$ cat config.mk
export PLATFORM = sky130hd
export DESIGN_NAME = o_mem_reader
export DESIGN_NICKNAME = d
export VERILOG_FILES = /design/src/rtl/o_mem_reader_pkg.sv /design/src/rtl/o_mem_rd_fifo.sv /design/src/rtl/o_mem_reader.sv
export SDC_FILE = /design/constraint.sdc
export NUM_CORES = 1
export LEC_CHECK = 0
export ABC_AREA = 1
export ABC_CLOCK_PERIOD_IN_PS = 9300
export CORE_ASPECT_RATIO = 0.75
export CORE_MARGIN = 5
export CORE_UTILIZATION = 50
export CTS_CLUSTER_SIZE = 24
export DETAILED_ROUTE_END_ITERATION = 10
export HOLD_SLACK_MARGIN = 0.1
export PLACE_DENSITY = 0.72
export SLEW_MARGIN = 15
export SYNTH_ARGS = -nofsm -noshare
export SYNTH_HDL_FRONTEND = slang
export SYNTH_HIERARCHICAL = 1
export SYNTH_SLANG_ARGS = --single-unit
$ cat constraint.sdc
create_clock -name clk -period 9.3 [get_ports clk]
set_clock_uncertainty 0.05 [all_clocks]
set_input_delay 0.93 -clock clk [delete_from_list [all_inputs] [get_ports clk]]
set_output_delay 0.93 -clock clk [all_outputs]
set_load 0.02 [all_outputs]
$ cat src/rtl/o_mem_reader_pkg.sv
// Shared definitions for the output-memory read sequencer: FSM states,
// stream FIFO depth and the modulo address-increment helper.
package o_mem_reader_pkg;

  typedef enum logic [1:0] {
    ST_IDLE,
    ST_RUN,
    ST_DRAIN,
    ST_DONE
  } state_t;

  // Depth 3 covers the two-cycle read pipeline plus the head word, so 4 gives margin.
  localparam int FD = 4;

  function automatic logic [31:0] wrap_inc(input logic [31:0] cur, input logic [31:0] depth);
    return (cur == depth - 32'd1) ? 32'd0 : cur + 32'd1;
  endfunction

endpackage

$ cat src/rtl/o_mem_rd_fifo.sv
// Small synchronous FIFO holding {data, last} words on their way to the stream port.
// Simultaneous push and pop are allowed, including when the FIFO is full.
module o_mem_rd_fifo
  import o_mem_reader_pkg::*;
#(
  parameter  int W  = 33,
  parameter  int N  = FD,
  localparam int PW = (N > 1) ? $clog2(N) : 1,
  localparam int CW = $clog2(N + 1)
) (
  input  logic          clk,
  input  logic          rst,
  input  logic          push,
  input  logic [W-1:0]  push_data,
  input  logic          pop,
  output logic [W-1:0]  pop_data,
  output logic [CW-1:0] cnt,
  output logic          empty,
  output logic          full
);

  logic [W-1:0]  store [N];
  logic [PW-1:0] wr_ptr;
  logic [PW-1:0] rd_ptr;
  logic          do_push;
  logic          do_pop;

  assign empty   = (cnt == '0);
  assign full    = (cnt == CW'(N));
  assign do_pop  = pop && !empty;
  assign do_push = push && (!full || do_pop);

  // Head is forced to zero when empty so the stream data is clean without resetting storage.
  assign pop_data = empty ? '0 : store[rd_ptr];

  // NOTE: sequential state uses non-blocking assignments so every register
  // samples pre-edge values regardless of statement order.
  always_ff @(posedge clk or posedge rst) begin
    if (rst) begin
      wr_ptr <= '0;
      rd_ptr <= '0;
      cnt    <= '0;
    end else begin
      if (do_push) wr_ptr <= PW'(wrap_inc(32'(wr_ptr), N));
      if (do_pop)  rd_ptr <= PW'(wrap_inc(32'(rd_ptr), N));
      case ({do_push, do_pop})
        2'b10:   cnt <= cnt + CW'(1);
        2'b01:   cnt <= cnt - CW'(1);
        default: cnt <= cnt;
      endcase
    end
  end

  // NOTE: storage array has no reset; valid contents are tracked by the pointers
  // and count alone, which keeps this a plain RAM/register file.
  always_ff @(posedge clk) begin
    if (do_push) store[wr_ptr] <= push_data;
  end

endmodule

$ cat src/rtl/o_mem_reader.sv
// Read-side sequencer for the ANN output memory: issues COUNT wrapping reads,
// absorbs the 2-cycle read latency and streams words out with last tagging.
module o_mem_reader
  import o_mem_reader_pkg::*;
#(
  parameter int WIDTH = 32,
  parameter int DEPTH = 8,
  parameter int AW    = 8
) (
  input  logic             clk,
  input  logic             rst,
  input  logic             start,
  input  logic [AW-1:0]    base,
  input  logic [AW:0]      count,
  output logic             busy,
  output logic             done,
  output logic [AW-1:0]    mem_addr,
  output logic             mem_wr,
  input  logic [WIDTH-1:0] mem_rdata,
  output logic [WIDTH-1:0] m_data,
  output logic             m_valid,
  input  logic             m_ready,
  output logic             m_last
);

  localparam int CW = $clog2(FD + 1);

  state_t        state;
  state_t        state_nx;
  logic [AW-1:0] addr_ptr;
  logic [AW:0]   remaining;
  logic          p0;
  logic          p1;
  logic          tag0;
  logic          tag1;
  logic          issue;
  logic          pop;
  logic [CW:0]   credit_sum;
  logic [CW-1:0] fifo_cnt;
  logic          fifo_empty;
  logic          fifo_full;
  logic [WIDTH:0] head;

  // Words already in flight hold a FIFO slot; a same-cycle pop earns no credit.
  always_comb begin
    credit_sum = {1'b0, fifo_cnt} + (CW + 1)'(p0) + (CW + 1)'(p1);
    issue      = (state == ST_RUN) && (remaining != '0)
                 && (credit_sum < (CW + 1)'(FD)) && !fifo_full;
  end

  always_ff @(posedge clk or posedge rst) begin
    if (rst) state <= ST_IDLE;
    else     state <= state_nx;
  end

  // NOTE: every variable assigned here gets a default first, so no path can
  // leave it unassigned and infer a latch.
  always_comb begin
    state_nx = state;
    unique case (state)
      ST_IDLE:  if (start) state_nx = (count != '0) ? ST_RUN : ST_DONE;
      ST_RUN:   if (issue && remaining == (AW + 1)'(1)) state_nx = ST_DRAIN;
      ST_DRAIN: if (fifo_empty && !p0 && !p1) state_nx = ST_DONE;
      ST_DONE:  state_nx = ST_IDLE;
    endcase
  end

  always_ff @(posedge clk or posedge rst) begin
    if (rst) begin
      addr_ptr  <= '0;
      remaining <= '0;
      mem_addr  <= '0;
      p0        <= 1'b0;
      p1        <= 1'b0;
      tag0      <= 1'b0;
      tag1      <= 1'b0;
    end else begin
      if (state == ST_IDLE && start) begin
        addr_ptr  <= base;
        remaining <= count;
      end
      if (issue) begin
        mem_addr  <= addr_ptr;
        addr_ptr  <= AW'(wrap_inc(32'(addr_ptr), DEPTH));
        remaining <= remaining - (AW + 1)'(1);
      end
      p0   <= issue;
      tag0 <= issue && (remaining == (AW + 1)'(1));
      p1   <= p0;
      tag1 <= tag0;
    end
  end

  o_mem_rd_fifo #(
    .W (WIDTH + 1),
    .N (FD)
  ) u_fifo (
    .clk       (clk),
    .rst       (rst),
    .push      (p1),
    .push_data ({mem_rdata, tag1}),
    .pop       (pop),
    .pop_data  (head),
    .cnt       (fifo_cnt),
    .empty     (fifo_empty),
    .full      (fifo_full)
  );

  assign pop     = m_valid && m_ready;
  assign m_valid = !fifo_empty;
  assign m_data  = head[WIDTH:1];
  assign m_last  = head[0];
  assign busy    = (state == ST_RUN) || (state == ST_DRAIN);
  assign done    = (state == ST_DONE);
  assign mem_wr  = 1'b0;

endmodule

==> qor.yml, run 1 <==
clock_network:
  clock-sinks: 170
  cts_resized: 0
  cts_max_level: 4
  hold_buffers: 0
  clockBufferDepth: 2
  cts_root_buf: "clkbuf_16"
  cts_tree: "yes"
  cts_buffers: 17
  clk_latency_ps: 420
  cts_setup_buffers: 0
  clkTransAtPathRegs_ps: 60
worst_setup_path:
  arrival_ps: 2660
  path_buf_inv: 2
  end_kind: "output port"
  worstPathRequired_ps: 8320
  start_kind: "register"
  crit_fanout: 66
  critical_path.max_stage_delay_ps: 830
  crit_slowest_cell: "inv_2"
  path_delay_family: "buffers and inverters"
  path_cells: "inv_2 > nand2_1 > nand3_1 > a21oi_1 > clkdlybuf4s50_1"
  path_class: "reg -> out"
power_and_ir_drop:
  power_leakage_nw: 4.31
  powerDensity_nw_per_um2: 328
  ir_drop_v: 0.000205
floorplanning:
  fp.dieW_um: 156
  start_util_pct: 50.6
  core_um2: 15900
  die_y_um: 120
  rows: 40
  die-area_um2: 18800
  ios: 98
final_layout:
  fin_util_pct: 60.8
  areaGrowthSynthToFinish_pct: 20.3
  diodes: 0
  drive_above_1_share_pct: 6.80
  n_fill_cell: 1309
  final_area_um2: 9680
  nets: 984
placed_design:
  place_area_um2: 9080
  routabilityCongestion: 0.819
  hpwl_um: 10000
  io_buffers: 96
detailed_routing:
  drc: 0
  dr.pass1.iters: 4
  ant_nets: 0
  num_vias: 5477
  dr_wl_met2_um: 7340
  route.met3.wl_um: 1110
  met1_length_um: 7820
  wl_per_cell_um: 14.4
  wl_um: 16400
  highest_layer: "met4"
  drt_iter0_drc: 440
  viasPerCell: 4.82
synthesis:
  yosysSeqAreaShare_pct: 61.1
  ys.warnings.count: 6
  synthCells: 828
  netlist_area_um2: 8050
  syn_nets: 898
  yosys.cell_types.count: 35
  syn_avg_cell_area_um2: 9.72
  ys_ff_latch: 170
global_routing:
  track_usage_pct: 18.1
  grt_max_degree: 70
  grt_pass1_vias: 5179
  grt_pass1_wl_um: 26400
  overflow: 0
  antenna_found_initial: 0
sta:
  period_share_pct: 39.1
  slew_violations: 0
  worstMarginPinSlew_ps: 1180
  min_period_ps: 3640
  setup_tns_ps: 0
  rsz0062_at_grt: "no"
  relSlewSlack_pct: 21.5
  fmax_ghz: 0.275
  finalHoldViolCount: 0
  setup_viol: 0
status:
  status: "finished clean"
hold_path:
  hp-class: "reg -> reg"
job:
  maxCapViolCount: 0
worst reg2reg max path, stage by stage, from the launching register on:
cell     delay, ps
dfrtp_1        450
nor2_1         150
nand2_1        100
inv_2          590
nor2_1         150
inv_1           80
nand3_1        120
nand2_1        370
ha_1           240
inv_1           60
fa_1           370
nand2_1         90
nand3_1         70
nand2_1         60
nand2_1         60
power breakdown:
part | internal (mW) | leakage (nW) | switching, mW
Clock | 0.400 | 0.277 | 0.297
Sequential | 0.971 | 1.66 | 0.0896
Combinational | 0.534 | 2.38 | 0.884
Total | 1.90 | 4.31 | 1.27
layer usage:
layer | track usage (%) | vias up
li1 | - | 2786
met2 | 27.0 | 159
met4 | 4.93 | 0
met3 | 4.94 | 15
met5 | 0 | -
met1 | 26.3 | 2517
Yosys cell counts, drive strengths merged:
cell,number,share of area [%]
nand2,204,10
inv,186,8.7
edfxtp,132,49
nand3,90,5.6
a21oi,39,2.6
dfrtp,38,12
nor2,34,1.8
o21ai,33,2.4
buf,28,2.8
ha,16,2.5
nand4,6,0.47
xor2,6,0.65
clkbuf,4,0.20
o211ai,3,0.34
nor3,2,0.12
or2,2,0.16
xnor2,2,0.22
conb,1,0.047
fa,1,0.25
o31ai,1,0.093
cell usage in the layout (no fill, tap or decap), types with 2 or more instances in the layout:
cell type / netlist / routed
o21ai_1: 4 / 4
clkdlybuf4s50_1: 0 / 96
clkbuf_16: 0 / 17
xnor2_1: 2 / 2
nand2_4: 3 / 3
nand4_1: 6 / 6
edfxtp_1: 132 / 132
nor2_1: 32 / 28
o21ai_0: 21 / 21
o21ai_2: 8 / 8
o211ai_1: 2 / 2
nand2_1: 199 / 199
nor2_4: 2 / 6
xor2_1: 6 / 6
inv_1: 181 / 181
inv_6: 0 / 4
inv_2: 4 / 4
clkinv_4: 0 / 5
clkinvlp_4: 0 / 4
ha_1: 16 / 16
a21oi_1: 38 / 38
nand3_1: 90 / 90
dfrtp_1: 38 / 37
nor3_1: 2 / 2
buf_4: 2 / 3
bufinv_16: 0 / 2
final cells by class:
class | instances | area, µm² | area share, %
multi-input cells | 440 | 2220 | 22.9
clock inverters | 15 | 169 | 1.75
clock buffers | 17 | 425 | 4.40
inverters | 186 | 701 | 7.24
well taps | 210 | 263 | 2.71
flip-flops and latches | 170 | 4920 | 50.8
repair buffers | 99 | 983 | 10.2
per-stage QoR:
stage	worst slack, ps	power, mW	instances	hold slack (ps)
2_1_floorplan	6060	2.03	828	281
3_5_place_dp	5890	2.49	1105	291
6_report	5660	3.18	1137	298
4_1_cts	5640	3.20	1137	301
3_3_place_gp	5900	2.47	1105	289
5_1_grt	5490	3.39	1137	316
state kept, by name, summed over array words and instances (netlist names):
signal,cells
mem_addr,8
u_fifo/store,132
u_fifo/rd_ptr,2
p1,1
p0,1
tag1,1
state,2
u_fifo/cnt,3
remaining,9
tag0,1
u_fifo/wr_ptr,2
addr_ptr,8
final timing paths:
| kind | start | depth (start not counted) | endpoint | slack (ps) |
|---|---|---|---|---|
| max | u_fifo/rd_ptr[0] | 5 | m_data[28] | 5660 |
| min | tag0 | 0 | tag1 | 300 |
| max reg2reg | u_fifo/cnt[1] | 14 | u_fifo/cnt[2] | 6170 |
| min reg2reg | tag0 | 0 | tag1 | 300 |
| max in group asynchronous | rst | 3 | mem_addr[1] | 7910 |
| min in group asynchronous | rst | 2 | p1 | 690 |
cells by family after synthesis:
logic type,after synthesis,synth area share [%]
other cells,1,0.0466
fa+ha+maj,17,2.74
simple gates,338,18.1
flops,170,61.1
xor+xnor,8,0.871
buf+inv,218,11.7
compound gates,76,5.43
Power figures use the tool's default switching activity.
==> run 2, diff against run 1 <==
--- a/config.mk
+++ b/config.mk
@@ -6,14 +6,14 @@
 export NUM_CORES = 1
 export LEC_CHECK = 0
 export ABC_AREA = 1
-export ABC_CLOCK_PERIOD_IN_PS = 9300
+export ABC_CLOCK_PERIOD_IN_PS = 3200
 export CORE_ASPECT_RATIO = 0.75
 export CORE_MARGIN = 5
 export CORE_UTILIZATION = 50
 export CTS_CLUSTER_SIZE = 24
 export DETAILED_ROUTE_END_ITERATION = 10
 export HOLD_SLACK_MARGIN = 0.1
-export PLACE_DENSITY = 0.72
+export PLACE_DENSITY = 0.75
 export SLEW_MARGIN = 15
 export SYNTH_ARGS = -nofsm -noshare
 export SYNTH_HDL_FRONTEND = slang
==> constraint.sdc (replaced) <==
create_clock -name clk -period 3.2 [get_ports clk]
set_clock_uncertainty 0.05 [all_clocks]
set_input_delay 0.32 -clock clk [delete_from_list [all_inputs] [get_ports clk]]
set_output_delay 0.32 -clock clk [all_outputs]
set_load 0.02 [all_outputs]
==> run 2 against run 1 <==
Compared with the run above:
- clock power grew to 2.9 times the previous value
- routed wire length grew 4.2%
- combinational power grew to 3.0 times the previous value
- clock-buffer cell count grew 10
- register-to-register slack lost 5700 ps
- design area grew 0.83%
- final cell count grew 0.70%
- core utilization grew 0.50 points
- flip-flop and latch count is the same
- worst setup slack lost 5300 ps
- sequential power grew to 2.9 times the previous value
- highest routed layer unchanged
==> qor.yml, run 2 (same netlist as run 1, synthesis figures left out) <==
sta:
  setup_slack_ps: 369  # was 5660 ps
  finalHoldViolCount: 0  # unchanged
  rsz0062_at_grt: "no"  # unchanged
  fmax_ghz: 0.353
  slew_violations: 0  # unchanged
  period_share_pct: 88.5
  min_period_ps: 2830
  setup_viol: 0  # unchanged
  worstMarginPinSlew_ps: 678  # was 1180 ps
  whs_ps: 140  # was 298 ps
  setup_tns_ps: 0  # unchanged
  relSlewSlack_pct: 54.8  # was 21.5%
clock_network:
  cts_resized: 0  # unchanged
  cts_max_level: 4  # unchanged
  clkTransAtPathRegs_ps: 60  # about the same
  hold_buffers: 0  # unchanged
  clk_latency_ps: 430  # was 420 ps
  cts_tree: "yes"  # unchanged
  clock-sinks: 170  # unchanged
  clockBufferDepth: 2  # unchanged
  cts_setup_buffers: 0  # unchanged
  cts_root_buf: "clkbuf_16"  # unchanged
  cts_buffers: 17  # unchanged
detailed_routing:
  dr.pass1.iters: 5  # was 4
  wl_um: 17100  # was 16400 µm
  num_vias: 5651  # was 5477
  viasPerCell: 4.94  # was 4.82
  ant_nets: 0  # unchanged
  wl_per_cell_um: 15.0  # was 14.4 µm
  drt_iter0_drc: 379  # was 440
  drc: 0  # unchanged
worst_setup_path:
  worstPathRequired_ps: 2830  # was 8320 ps
  end_kind: "output port"  # unchanged
  path_class: "reg -> out"  # unchanged
  r2r_slack_ps: 440  # was 6170 ps
  crit_fanout: 33  # was 66
  start_kind: "register"  # unchanged
  arrival_ps: 2460  # was 2660 ps
final_layout:
  most-common-layout-cells: "199 x nand2_1, 181 x inv_1, 132 x edfxtp_1, 96 x clkdlybuf4s50_1, 90 x nand3_1"  # unchanged
  drive_above_1_share_pct: 7.59  # was 6.80%
  areaGrowthSynthToFinish_pct: 21.3  # was 20.3%
  largest_register_ffs: 132  # unchanged
  final_cells: 1145  # was 1137
  largestRegisters: "u_fifo/store: 132 flops, remaining: 9 flops"  # unchanged
  max_flop_register: "u_fifo/store"  # unchanged
  final_common_cell: "nand2_1"  # unchanged
  final_area_um2: 9760  # was 9680 µm²
  fin_util_pct: 61.3  # was 60.8%
  diodes: 0  # unchanged
  nets: 992  # was 984
floorplanning:
  die-area_um2: 18800  # unchanged
  start_util_pct: 50.6  # unchanged
  core_um2: 15900  # unchanged
  die_y_um: 120  # unchanged
  rows: 40  # unchanged
  ios: 98  # unchanged
  fp.dieW_um: 156  # unchanged
global_routing:
  track_usage_pct: 19.1  # was 18.1%
  antenna_found_initial: 0  # unchanged
  overflow: 0  # unchanged
  grt_max_degree: 70  # unchanged
  grt_pass1_wl_um: 28000  # was 26400 µm
  grt_pass1_vias: 5540  # was 5179
placed_design:
  io_buffers: 96  # unchanged
  dp_slack_ps: 392  # was 5890 ps
  place_area_um2: 9170  # was 9080 µm²
  routabilityCongestion: 0.825  # was 0.819
  hpwl_um: 11000  # was 10000 µm
  placed_cells: 1113  # was 1105
power_and_ir_drop:
  ir_drop_v: 0.000633  # was 0.000205 V
  power_frac_seq_pct: 33.3  # was 33.4%
  p_comb_share_pct: 45.2  # was 44.6%
  p_sw_share_pct: 39.3  # was 40.0%
  finalPower_mw: 9.26  # was 3.18 mW
  internal_power_mw: 5.62  # was 1.90 mW
  power_leakage_nw: 4.38  # was 4.31 nW
  p_sw_mw: 3.64  # was 1.27 mW
  p_clk_share_pct: 21.5  # was 22.0%
  powerDensity_nw_per_um2: 949  # was 328 nW/µm²
job:
  maxCapViolCount: 0  # unchanged
status:
  status: "finished clean"  # unchanged
hold_path:
  hp-class: "in -> async"  # was reg -> reg
==> run 2: layer usage <==
metal  routed length (µm)  vias up  global-route usage [%]
met3                 1110       27                    5.41
met4                  203        0                    5.26
li1                     -     2805                       -
met1                 8060     2646                    27.0
met2                 7760      173                    29.3
met5                    0        -                       0
==> run 2: worst paths after layout <==
| path | start | end | depth (start not counted) |
|---|---|---|---|
| setup / recovery | u_fifo/rd_ptr[1] | m_data[3] | 4 |
| hold / removal | rst | u_fifo/wr_ptr[1] | 2 |
| setup reg to reg | u_fifo/cnt[1] | u_fifo/cnt[2] | 14 |
| hold reg to reg | tag0 | tag1 | 0 |
| max in group asynchronous | rst | addr_ptr[4] | 3 |
| min in group clk | tag0 | tag1 | 0 |
==> run 2: area by class of cell <==
type	instances	area (µm²)
Fill cell	1308	6160
Sequential cell	170	4920
Multi-Input combinational cell	440	2220
Timing Repair Buffer	107	1070
Inverter	186	701
Clock buffer	27	561
Tap cell	210	263
Clock inverter	5	28.8
==> run 2: power groups by stage <==
stage                     clock [mW]  combinational [mW]  sequential, mW
after CTS                       2.02                4.22            3.08
after global routing            2.12                4.62            3.13
after global placement             0                4.12            3.10
after detailed placement           0                4.18            3.11
after floorplan                    0                2.77            3.12
final                           1.99                4.19            3.08
==> run 2: worst max-delay path, cell delays in order (launching register included) <==
cell,delay (ps)
dfrtp_1,380
inv_2,500
nand3_1,160
a21oi_1,310
clkdlybuf4s50_1,660
